<file path="config.mk">
export PLATFORM = sky130hd
export DESIGN_NAME = pipelined_adder_sub
export DESIGN_NICKNAME = d
export VERILOG_FILES = /design/src/rtl/pipelined_adder_sub.sv
export SDC_FILE = /design/constraint.sdc
export NUM_CORES = 1
export LEC_CHECK = 0
export ABC_AREA = 1
export BUFFER_PORTS_ARGS = -buffer_cell sky130_fd_sc_hd__buf_2
export CORE_ASPECT_RATIO = 0.9
export CORE_MARGIN = 2
export CORE_UTILIZATION = 57
export CTS_CLUSTER_SIZE = 14
export DETAILED_ROUTE_END_ITERATION = 12
export GPL_TIMING_DRIVEN = 1
export PLACE_DENSITY_LB_ADDON = 0.1
export SYNTH_ARGS = -nofsm -noshare
export SYNTH_HDL_FRONTEND = slang
export SYNTH_SLANG_ARGS = --single-unit
</file>
<file path="constraint.sdc">
create_clock -name clk -period 2.4 [get_ports clk]
set_clock_uncertainty 0.15 [all_clocks]
set_input_delay 0.24 -clock clk [delete_from_list [all_inputs] [get_ports clk]]
set_output_delay 0.24 -clock clk [all_outputs]
set_load 0.005 [all_outputs]
</file>
<file path="src/rtl/pipelined_adder_sub.sv">
// pipelined_adder_sub
//   Pipelined WIDTH-bit adder/subtractor. The carry chain is cut into STAGES
//   equal ripple segments of C = WIDTH/STAGES bits, and each segment has one
//   register boundary. Segment k adds operand bits [(k+1)*C-1 : k*C] using
//   the carry registered by segment k-1. Finished low result bits travel
//   forward in the stage registers. Operand bits that are not yet consumed
//   are delayed beside them.
//   A single global advance enable (adv) moves the whole pipeline forward.
//   Bubbles travel through the stages as valid=0.
//
//   WIDTH must be >= 2 and an exact multiple of STAGES.
//
// Ports
//   clk        rising-edge clock
//   rst        synchronous, active-high reset (clears valids, sum, cout, ovf)
//   in_valid   operand beat valid
//   in_ready   beat can be accepted this cycle (= !out_valid || out_ready)
//   a, b       operands
//   cin        carry-in, add mode only
//   sub        0: a+b+cin   1: a-b (a + ~b + 1)
//   out_valid  result beat valid
//   out_ready  downstream accepts the result
//   sum        result
//   cout       carry out of the MSB (in sub mode, 1 = no borrow)
//   ovf        signed overflow (carry into MSB xor carry out of MSB)
module pipelined_adder_sub #(
    parameter int WIDTH  = 16,
    parameter int STAGES = 4
) (
    input  logic             clk,
    input  logic             rst,
    input  logic             in_valid,
    output logic             in_ready,
    input  logic [WIDTH-1:0] a,
    input  logic [WIDTH-1:0] b,
    input  logic             cin,
    input  logic             sub,
    output logic             out_valid,
    input  logic             out_ready,
    output logic [WIDTH-1:0] sum,
    output logic             cout,
    output logic             ovf
);
    localparam int C = WIDTH / STAGES;

    logic adv;
    logic ovf_q;
    logic ovf_d;

    // The whole pipeline moves when the output slot is empty or being drained.
    assign adv      = !out_valid || out_ready;
    assign in_ready = adv;
    assign ovf      = ovf_q;

    genvar gi;
    generate
        for (gi = 0; gi < STAGES; gi++) begin : g_stage
            // IN_W: operand bits that are still unconsumed on entry to this segment.
            // DONE_W: result bits that are final after this segment.
            localparam int IN_W   = WIDTH - gi * C;
            localparam int DONE_W = (gi + 1) * C;

            logic              src_valid;
            logic              src_carry;
            logic [IN_W-1:0]   src_a;
            logic [IN_W-1:0]   src_b;
            logic [C:0]        seg;
            logic [DONE_W-1:0] sum_new;

            logic              valid_q;
            logic              valid_d;
            logic              carry_q;
            logic              carry_d;
            logic [DONE_W-1:0] sum_q;
            logic [DONE_W-1:0] sum_d;

            if (gi == 0) begin : g_src
                // Subtraction is a + ~b + 1. cin is ignored in that mode.
                assign src_valid = in_valid && adv;
                assign src_carry = sub | cin;
                assign src_a     = a;
                assign src_b     = b ^ {WIDTH{sub}};
                assign sum_new   = seg[C-1:0];
            end else begin : g_src
                assign src_valid = g_stage[gi-1].valid_q;
                assign src_carry = g_stage[gi-1].carry_q;
                assign src_a     = g_stage[gi-1].g_tail.a_rem_q;
                assign src_b     = g_stage[gi-1].g_tail.b_rem_q;
                assign sum_new   = {seg[C-1:0], g_stage[gi-1].sum_q};
            end

            // This segment adds the low C bits of the operands that are still
            // waiting. The extra MSB of seg is the carry out of the segment.
            assign seg = {1'b0, src_a[C-1:0]} + {1'b0, src_b[C-1:0]} + {{C{1'b0}}, src_carry};

            always_comb begin
                valid_d = valid_q;
                carry_d = carry_q;
                sum_d   = sum_q;
                if (adv) begin
                    valid_d = src_valid;
                    carry_d = seg[C];
                    sum_d   = sum_new;
                end
            end

            always_ff @(posedge clk) begin
                if (rst) begin
                    valid_q <= 1'b0;
                    carry_q <= 1'b0;
                    sum_q   <= '0;
                end else begin
                    valid_q <= valid_d;
                    carry_q <= carry_d;
                    sum_q   <= sum_d;
                end
            end

            if (gi < STAGES - 1) begin : g_tail
                // Upper operand bits that later segments still need. They ride
                // along with this beat.
                localparam int REM_W = IN_W - C;

                logic [REM_W-1:0] a_rem_q;
                logic [REM_W-1:0] a_rem_d;
                logic [REM_W-1:0] b_rem_q;
                logic [REM_W-1:0] b_rem_d;

                always_comb begin
                    a_rem_d = a_rem_q;
                    b_rem_d = b_rem_q;
                    if (adv) begin
                        a_rem_d = src_a[IN_W-1:C];
                        b_rem_d = src_b[IN_W-1:C];
                    end
                end

                always_ff @(posedge clk) begin
                    if (rst) begin
                        a_rem_q <= '0;
                        b_rem_q <= '0;
                    end else begin
                        a_rem_q <= a_rem_d;
                        b_rem_q <= b_rem_d;
                    end
                end
            end else begin : g_last
                // The carry into the MSB is recovered from the MSB sum bit:
                // s = a ^ b ^ c_in, so c_in = a ^ b ^ s.
                always_comb begin
                    ovf_d = ovf_q;
                    if (adv) begin
                        ovf_d = (src_a[C-1] ^ src_b[C-1] ^ seg[C-1]) ^ seg[C];
                    end
                end

                always_ff @(posedge clk) begin
                    if (rst) begin
                        ovf_q <= 1'b0;
                    end else begin
                        ovf_q <= ovf_d;
                    end
                end

                assign out_valid = valid_q;
                assign sum       = sum_q;
                assign cout      = carry_q;
            end
        end
    endgenerate
endmodule
</file>
==> impl_metrics.json, run 1 <==
{
  "rows": 29,
  "avgSynthCellArea_um2": 7.99,
  "clk_latency_ps": 370,
  "grt_max_degree": 97,
  "post-cts-setup-buffer-count": 0,
  "hp-start": "b[4]",
  "cp-end-kind": "register",
  "syn_inst": 510,
  "crit_type": "reg -> reg",
  "synth_top_flop_cell": "dfxtp_1",
  "port_buffers": 57,
  "min_period_ps": 1860,
  "routedWlPerCell_um": 11.3,
  "dpl_cell_area_um2": 4370,
  "cts_root_buf": "clkbuf_8",
  "irDropWorstVdd_v": 0.000538,
  "hp-class": "in -> reg",
  "worst_slew_pin_slew_ps": 662,
  "worstPathRequired_ps": 2520,
  "postRouteAntennaNets": 0,
  "slew_viol_final": 0,
  "reg2reg_from": "g_stage[2].carry_q$_SDFFE_PP0N_",
  "hpwl_um": 4720,
  "top_usage_layer": "met2",
  "cts_tree": "yes",
  "grt_overflow": 0,
  "first_iter_violations": 183,
  "rsz0062_at_grt": "false",
  "final_cell_area_um2": 4800,
  "layout-drive-gt1-share": 0.149,
  "fill_cells": 600,
  "drt-total-wl_um": 7600,
  "crit_start": "g_stage[2].carry_q$_SDFFE_PP0N_",
  "yosysMostFrequentCell": "nor2_1",
  "synth_seq_cells": 97,
  "yosys-top-cells-area": "dfxtp_1 48%, nor2_1 13%, o21ai_0 10%, fa_1 3.9%, ha_1 3.7%",
  "seq_area_frac_synth": 0.476,
  "clkTransAtPathRegs_ps": 100,
  "die_width_um": 93.1,
  "critPathArrivalTime_ps": 1980,
  "multi_input_area_um2": 1860,
  "grt_pass1_vias": 3125,
  "path_max_fanout": 3,
  "postSynth.asyncResetShare": 0,
  "drv_cap": 0,
  "start_util": 0.582,
  "route.detailed.drc": 0,
  "n_antenna_cell": 0,
  "timing.final.ws_setup_ps": 545,
  "cts.repair.resized": 0,
  "setup_viol": 0,
  "grt_util_met1": 0.270,
  "met3_usage": 0.0557,
  "setup_tns_ps": 0,
  "cts_buffers": 9,
  "clockBufferDepth": 2,
  "hold_viol": 0,
  "cts_htree_levels": 3,
  "yosys-top-cells-count": "142 x nor2_1, 97 x dfxtp_1, 85 x o21ai_0, 30 x nand2_1, 24 x inv_1",
  "slew_headroom": 0.559,
  "netlist.area_leader.share": 0.476,
  "ios": 58,
  "startpoint_type": "register",
  "syn_area_um2": 4080,
  "synthToLayoutAreaGrowth_pct": 17.8,
  "synth_warnings": 0,
  "antenna_found_initial": 0,
  "nets": 631,
  "synth-edff-count": 0,
  "postCtsHoldBufs": 22,
  "ff_latch_area_um2": 1940,
  "die_area_um2": 7840,
  "syn_nets": 568,
  "p_per_area_nw_per_um2": 681,
  "status": "finished clean",
  "grt_use_total": 0.213,
  "globalplace.congestion": 0.814,
  "core_um2": 7000,
  "place_ws_ps": 293,
  "vias": 3301,
  "clock_sinks": 97,
  "yosysTopAreaCell": "dfxtp_1",
  "drt_pass1_iterations": 6,
  "power_leakage_uw": 0.00239,
  "grt_use_met2": 0.360,
  "yosys.cell_types.count": 25,
  "grt_pass1_wl_um": 13500,
  "fin_crit_sh": 0.773,
  "max_clock_freq_mhz": 539,
  "vias_per_cell": 4.92,
  "die_h_um": 84.2
}
-- critical path: stages, from the launching register on --
cell     delay, ps
dfxtp_1        340
fa_1           460
fa_1           440
nand3_1        110
nand3_1         70
nand2_1         70
nand3_1         60
nand2_1         60
inv_1           30
-- where the power goes --
group          switching, uW  internal [uW]  leakage (uW)
sequential              63.5           1730      0.000798
combinational            199            186       0.00148
clock                    590            502      0.000106
total                    853           2420       0.00239
-- sequential cells by signal, summed over array words and instances (netlist names) --
name                    count
g_stage.valid_q             3
ovf                         1
g_stage.carry_q             3
g_stage.g_tail.a_rem_q     24
cout                        1
sum                        16
g_stage.sum_q              24
g_stage.g_tail.b_rem_q     24
out_valid                   1
-- cells by family after synthesis --
group / after synthesis / share of synthesized area
xor+xnor: 15 / 0.0322
simple gates: 194 / 0.190
compound gates: 126 / 0.157
fa+ha+maj: 20 / 0.0761
flops: 97 / 0.476
buf+inv: 58 / 0.0681
-- through the flow --
step                instances  hold slack, ps  total power (uW)   util
floorplan                 510             159              2070      -
global placement          633             276              2180  0.625
detailed placement        633             280              2190  0.625
CTS                       671            6.09              3310  0.686
global route              671            21.2              3450  0.686
finish                    671            22.9              3270  0.686
-- area by class of cell --
type                       count  area share
multi-input combinational    355       0.387
inverter                      26      0.0206
tap                           93      0.0242
clock buffer                   9      0.0258
clock inverter                 7      0.0177
timing repair buffer          84       0.121
sequential                    97       0.404
-- layout by cell type, fill, tap and decap left out, drive strengths merged --
cell	count
nor2	143
dfxtp	97
o21ai	97
buf	62
nand2	30
inv	28
a21oi	22
dlygate4sd3	22
nand3	13
ha	12
xnor2	10
clkbuf	9
fa	8
or2	6
xor2	5
a31oi	5
clkinv	4
o21a	2
nand3b	1
nand4	1
bufinv	1
-- final timing paths --
| kind | slack [ps] | cells past startpoint | end |
|---|---|---|---|
| worst max register to register | 540 | 8 | ovf$_SDFFE_PP0N_ |
| worst min register to register | 320 | 2 | out_valid$_SDFFE_PP0N_ |
| worst min-delay path | 20 | 3 | g_stage[0].g_tail.b_rem_q[0]$_SDFFE_PP0N_ |
| worst max-delay path | 540 | 8 | ovf$_SDFFE_PP0N_ |
-- routing by layer --
metal | vias up | wire length [um]
li1 | 1772 | -
met1 | 1467 | 3670
met2 | 53 | 3560
met3 | 9 | 260
met4 | 0 | 97
met5 | - | 0
No activity file was read; power rests on OpenSTA's default activity.
==> run 2, diff against run 1 <==
--- a/config.mk
+++ b/config.mk
@@ -5,11 +5,11 @@
 export SDC_FILE = /design/constraint.sdc
 export NUM_CORES = 1
 export LEC_CHECK = 0
-export ABC_AREA = 1
+export ABC_AREA = 0
 export BUFFER_PORTS_ARGS = -buffer_cell sky130_fd_sc_hd__buf_2
 export CORE_ASPECT_RATIO = 0.9
 export CORE_MARGIN = 2
-export CORE_UTILIZATION = 57
+export CORE_UTILIZATION = 51
 export CTS_CLUSTER_SIZE = 14
 export DETAILED_ROUTE_END_ITERATION = 12
 export GPL_TIMING_DRIVEN = 1
==> constraint.sdc (replaced) <==
create_clock -name clk -period 1.51 [get_ports clk]
set_clock_uncertainty 0.15 [all_clocks]
set_input_delay 0.151 -clock clk [delete_from_list [all_inputs] [get_ports clk]]
set_output_delay 0.151 -clock clk [all_outputs]
set_load 0.005 [all_outputs]
==> run 2 against run 1 <==
Net effect:
- the run now ends with setup timing left
- power grew 56%
- combinational power grew 77%
- critical path depth shrank 2
- hold slack gained 29 ps
- largest power group unchanged
- synthesized cell count shrank 8.4%
- largest cell class is now multi-input gates
- sequential share of layout area shrank 3.0 points
- non-clock buffer count grew 31
- sequential power grew 57%
==> impl_metrics.json, run 2 <==
{
  "cts_tree": "yes",
  "postRouteAntennaNets": 0,
  "yosysMostFrequentCell": "nand2_1",
  "timing.final.ws_setup_ps": -457,
  "p_sw_frac": 0.272,
  "dpl_cell_area_um2": 4480,
  "routedWlPerCell_um": 13.2,
  "vias": 3329,
  "seq_power_share": 0.554,
  "netlist.area_leader.share": 0.482,
  "fin_crit_sh": 1.30,
  "reg_top3": "g_stage.g_tail.a_rem_q x24, g_stage.g_tail.b_rem_q x24, g_stage.sum_q x24",
  "synth_warnings": 0,
  "setup_viol": 15,
  "cts_htree_levels": 3,
  "rsz0062_at_grt": "true",
  "grt_max_degree": 52,
  "yosys.cell_types.count": 28,
  "synthToLayoutAreaGrowth_pct": 29.8,
  "cts_root_buf": "clkbuf_8",
  "syn_inst": 467,
  "yosys-top-cells-count": "142 x nand2_1, 97 x dfxtp_1, 74 x a21oi_1, 24 x nor2_1, 19 x a211oi_1",
  "worstPathRequired_ps": 1660,
  "vias_per_cell": 5.04,
  "route.detailed.drc": 0,
  "syn_area_um2": 4030,
  "final_cell_area_um2": 5230,
  "max_clock_freq_mhz": 508,
  "cp_cell_sequence": "fa_2 > fa_2 > a21o_1 > a21oi_2 > xnor2_1 > a211oi_2",
  "wl_met1_um": 4160,
  "p_clk_frac": 0.312,
  "stdcell_count": 660,
  "drt-total-wl_um": 8740,
  "final_cell_mix": "140 x nand2_1, 84 x dfxtp_1, 68 x a21oi_1, 54 x buf_2, 25 x dlygate4sd3_1",
  "antenna_found_initial": 0,
  "core_um2": 7620,
  "setup_tns_ps": -2560,
  "clk_latency_ps": 380,
  "crit_type": "reg -> reg",
  "slew_headroom": 0.624,
  "switching_power_uw": 1390,
  "hp-class": "in -> reg",
  "dr_wl_met2_um": 4060,
  "clock_sinks": 97,
  "min_period_ps": 1970,
  "cts_buffers": 9,
  "ios": 58,
  "clkTransAtPathRegs_ps": 90,
  "first_iter_violations": 109,
  "clockBufferDepth": 2,
  "cp_slowest_cell": "fa_2",
  "postSynth.asyncResetShare": 0,
  "critPathMaxStageDelay_ps": 400,
  "n_antenna_cell": 0,
  "yosysTopAreaCell": "dfxtp_1",
  "violations": "setup timing",
  "yosys-top-cells-area": "dfxtp_1 48%, nand2_1 13%, a21oi_1 9.2%, fa_1 4.0%, ha_1 3.7%",
  "fill_cells": 643,
  "combinationalPowerShare": 0.133,
  "hpwl_um": 5490,
  "path_max_fanout": 2,
  "r2r_setup_slack_ps": -460,
  "drv_cap": 0,
  "wl_met3_um": 376,
  "highest_layer": "met4",
  "place_inst": 608,
  "status": "complete, but fails checks",
  "rows": 30,
  "power_leakage_uw": 0.00225,
  "synth-edff-count": 0,
  "start_util": 0.529,
  "critPathArrivalTime_ps": 2120,
  "irDropWorstVdd_v": 0.000606,
  "synth_top_flop_cell": "dfxtp_1",
  "path_common_cell": "fa_2",
  "hold_viol": 0,
  "die_area_um2": 8630,
  "nets": 617,
  "seq_area_frac_synth": 0.482,
  "die_h_um": 88.3,
  "worst_slew_pin_slew_ps": 564,
  "port_buffers": 57,
  "power.total_uw": 5100,
  "final_common_cell": "nand2_1",
  "cp-end-kind": "register",
  "globalplace.congestion": 0.733,
  "die_width_um": 97.7,
  "grt_overflow": 0,
  "grt_pass1_vias": 2995,
  "p_int_uw": 3720,
  "layout-drive-gt1-share": 0.268,
  "synth_seq_cells": 97,
  "grt_pass1_wl_um": 14100,
  "avgSynthCellArea_um2": 8.63,
  "slew_viol_final": 0,
  "startpoint_type": "register",
  "grt_use_total": 0.204,
  "p_per_area_nw_per_um2": 975,
  "syn_nets": 525,
  "drt_pass1_iterations": 4
}
==> run 2: per-layer routing <==
metal,vias up,track usage
li1,1729,-
met5,-,0
met2,64,0.320
met1,1520,0.278
met3,16,0.0490
met4,0,0.0745
==> run 2: path summary, 6_finish.rpt <==
path / endpoint / depth (start not counted) / start
max: ovf$_SDFFE_PP0N_ / 6 / g_stage[2].carry_q$_SDFFE_PP0N_
min: g_stage[0].sum_q[3]$_SDFFE_PP0N_ / 4 / a[3]
max reg2reg: ovf$_SDFFE_PP0N_ / 6 / g_stage[2].carry_q$_SDFFE_PP0N_
min reg2reg: sum[3]$_SDFFE_PP0N_ / 2 / sum[3]$_SDFFE_PP0N_
==> run 2: layout make-up <==
class                   instances  area [um^2]  area share
repair buffers                115          967       0.185
clock inverters                 7         60.1      0.0115
multi-input cells             332         1980       0.379
well taps                      96          120      0.0230
inverters                       4         20.0     0.00383
flip-flops and latches         97         1960       0.374
clock buffers                   9          124      0.0237
==> run 2: power groups by stage <==
stage	Sequential [uW]	Combinational, uW	Clock (uW)
finish	2830	681	1590
global route	2850	758	1750
CTS	2820	643	1630
detailed placement	2880	561	0
global placement	2870	545	0
floorplan	2860	388	0
==> run 2: stage by stage <==
stage               hold WS [ps]  setup WS [ps]  utilization
floorplan                    141           -585            -
global placement             246           -510        0.588
detailed placement           252           -567        0.588
CTS                         42.8           -460        0.668
global route                59.4           -519        0.687
finish                      52.3           -457        0.687
==> run 2: timing repair <==
action | 4_1_cts | 5_1_grt
setup buffers | 7 | 1
gates cloned | 2 | 1
gates resized for setup | 19 | 28
hold buffers | 25 | 0
hold endpoints to repair | 25 | 0
endpoints found under the setup margin | 20 | 54
pin swaps | 13 | 6
==> run 2: critical path: cells and delay by family (launching register included) <==
kind                       cells  cell delay, ps
DFF                            1             340
AOI/OAI and AO/OA              3             560
xor gates and xnor gates       1             100
adders and majority gates      2             750
==> run 2: cells by family after synthesis <==
group                    count (synthesis)  synth area share
XOR/XNOR                                22            0.0478
AO/OA/AOI/OAI                          106             0.154
adder cells (fa/ha/maj)                 20            0.0770
flip-flops                              97             0.482
buffers and inverters                   38            0.0528
AND/OR/NAND/NOR                        184             0.187
==> run 3, diff against run 2 <==
--- a/config.mk
+++ b/config.mk
@@ -8,12 +8,14 @@
 export ABC_AREA = 0
 export BUFFER_PORTS_ARGS = -buffer_cell sky130_fd_sc_hd__buf_2
 export CORE_ASPECT_RATIO = 0.9
-export CORE_MARGIN = 2
+export CORE_MARGIN = 3
 export CORE_UTILIZATION = 51
 export CTS_CLUSTER_SIZE = 14
 export DETAILED_ROUTE_END_ITERATION = 12
+export GPL_ROUTABILITY_DRIVEN = 0
 export GPL_TIMING_DRIVEN = 1
 export PLACE_DENSITY_LB_ADDON = 0.1
+export SKIP_LAST_GASP = 1
 export SYNTH_ARGS = -nofsm -noshare
 export SYNTH_HDL_FRONTEND = slang
 export SYNTH_SLANG_ARGS = --single-unit
==> run 3 against run 2 <==
Net effect:
- the flow still finishes with violations (setup timing)
- non-clock buffer count decreased by 5
- setup slack got worse by 37 ps
- die area increased by 4.4%
- global-route usage decreased by 0.086 points
- power increased by 1.7%
- first-iteration DRC count increased by 4.6%
- sequential power about the same
- combinational power decreased by 6.0%
- routed wire length decreased by 0.23%
- critical path type unchanged
==> impl_metrics.json, run 3 (synthesis results as in run 2) <==
{
  "drt_pass1_iterations": 4,
  "dpl_cell_area_um2": 4460,
  "final_cell_mix": "141 x nand2_1, 87 x dfxtp_1, 69 x a21oi_1, 56 x buf_2, 25 x dlygate4sd3_1",
  "path_max_fanout": 2,
  "nets": 612,
  "max_clock_freq_mhz": 499,
  "worst_slew_pin_slew_ps": 324,
  "grt_pass1_wl_um": 14900,
  "clockBufferDepth": 2,
  "drv_cap": 0,
  "seq_power_share": 0.545,
  "critPathTopFamily": "adder cells",
  "cp_slowest_cell": "fa_2",
  "vias_per_cell": 5.01,
  "final_cell_area_um2": 5160,
  "n_antenna_cell": 0,
  "cp-end-kind": "register",
  "grt_pass1_vias": 3157,
  "core_um2": 7620,
  "combinationalPowerShare": 0.123,
  "p_int_uw": 3850,
  "final_util": 0.677,
  "clk_latency_ps": 360,
  "ios": 58,
  "path_common_cell": "fa_2",
  "p_clk_frac": 0.331,
  "first_iter_violations": 114,
  "stdcell_count": 655,
  "startpoint_type": "register",
  "port_buffers": 57,
  "die_area_um2": 9010,
  "irDropWorstVdd_v": 0.000627,
  "synthToLayoutAreaGrowth_pct": 28.0,
  "power_leakage_uw": 0.00219,
  "start_util": 0.529,
  "cts_buffers": 9,
  "critPathArrivalTime_ps": 2140,
  "p_sw_frac": 0.257,
  "slew_headroom": 0.784,
  "rsz0062_at_grt": "true",
  "slew_viol_final": 0,
  "postRouteAntennaNets": 0,
  "die_width_um": 99.7,
  "hpwl_um": 5460,
  "hp-class": "in -> reg",
  "whs_ps": 8.81,
  "crit_buf_inv": 0,
  "min_period_ps": 2000,
  "fin_crit_sh": 1.33,
  "hold_viol": 0,
  "grt_max_degree": 44,
  "clock_sinks": 97,
  "p_per_area_nw_per_um2": 1010,
  "cts_tree": "yes",
  "cp_cell_sequence": "fa_2 > fa_2 > a21o_1 > a21oi_2 > xnor2_1 > a211oi_2",
  "routedWlPerCell_um": 13.3,
  "vias": 3283,
  "drt-total-wl_um": 8720,
  "place_inst": 604,
  "switching_power_uw": 1330,
  "rows": 30,
  "setup_viol": 14,
  "crit_type": "reg -> reg",
  "layout-drive-gt1-share": 0.254,
  "final_common_cell": "nand2_1",
  "die_h_um": 90.3,
  "cts_htree_levels": 3,
  "violations": "setup timing",
  "timing.final.ws_setup_ps": -493,
  "antenna_found_initial": 0,
  "critPathMaxStageDelay_ps": 390,
  "reg_top3": "g_stage.g_tail.a_rem_q x24, g_stage.g_tail.b_rem_q x24, g_stage.sum_q x24",
  "grt_overflow": 0,
  "route.detailed.drc": 0,
  "worstPathRequired_ps": 1650,
  "clkTransAtPathRegs_ps": 100,
  "grt_use_total": 0.203,
  "cts_root_buf": "clkbuf_8",
  "status": "complete, but fails checks"
}
==> run 3: changes by cell type in the layout (fill, tap and decap cells not counted), moves of 2 or more <==
cell	change
buf_8	-2
nor2_2	+2
buf_2	+2
buf_4	-3
clkinv_4	-3
nor2_1	-3
dfxtp_1	+3
dfxtp_2	-3
==> run 3: metal layers <==
| layer | share of wire | GRT usage | vias to the layer above | wire length (um) |
|---|---|---|---|---|
| met1 | 0.49 | 0.284 | 1497 | 4260 |
| met4 | 0.010 | 0.0489 | 0 | 91 |
| met5 | 0 | 0 | - | 0 |
| met3 | 0.042 | 0.0541 | 8 | 362 |
| li1 | - | - | 1717 | - |
| met2 | 0.46 | 0.313 | 61 | 4010 |
==> run 3: power by group through the flow <==
stage	combinational [uW]	clock, uW	sequential (uW)
3_5_place_dp	551	0	2880
4_1_cts	629	1760	2820
6_report	640	1720	2830
3_3_place_gp	539	0	2880
5_1_grt	724	1870	2850
2_1_floorplan	388	0	2860
==> run 3: area by class of cell <==
type | count | area, um^2
well taps | 96 | 120
repair buffers | 110 | 883
inverters | 4 | 20.0
multi-input cells | 332 | 1980
clock inverters | 6 | 73.8
flip-flops and latches | 97 | 1950
clock buffers | 10 | 128
fillers | 648 | 2460
==> run 3: worst paths after layout <==
| path | start | endpoint | depth (start not counted) | slack [ps] |
|---|---|---|---|---|
| worst max register to register | g_stage[2].carry_q$_SDFFE_PP0N_ | ovf$_SDFFE_PP0N_ | 6 | -490 |
| worst min-delay path | rst | out_valid$_SDFFE_PP0N_ | 2 | 9 |
| worst min register to register | g_stage[2].sum_q[0]$_SDFFE_PP0N_ | sum[0]$_SDFFE_PP0N_ | 2 | 300 |
| worst max-delay path | g_stage[2].carry_q$_SDFFE_PP0N_ | ovf$_SDFFE_PP0N_ | 6 | -490 |
==> run 3: repair_timing <==
item / CTS / global route
hold buffers: 25 / 0
pin swaps: 13 / 8
cloned: 2 / 0
buffers inserted: 7 / 2
hold endpoints to repair: 25 / 0
endpoints found under the setup margin: 20 / 64
gates resized for setup: 20 / 17
==> run 3: through the flow <==
step | total power [uW] | TNS, ps | worst slack (ps)
after floorplan | 3250 | -2960 | -585
after global placement | 3410 | -3580 | -496
after detailed placement | 3430 | -4110 | -522
after CTS | 5220 | -2640 | -487
after global routing | 5440 | -3510 | -566
final | 5190 | -2640 | -493
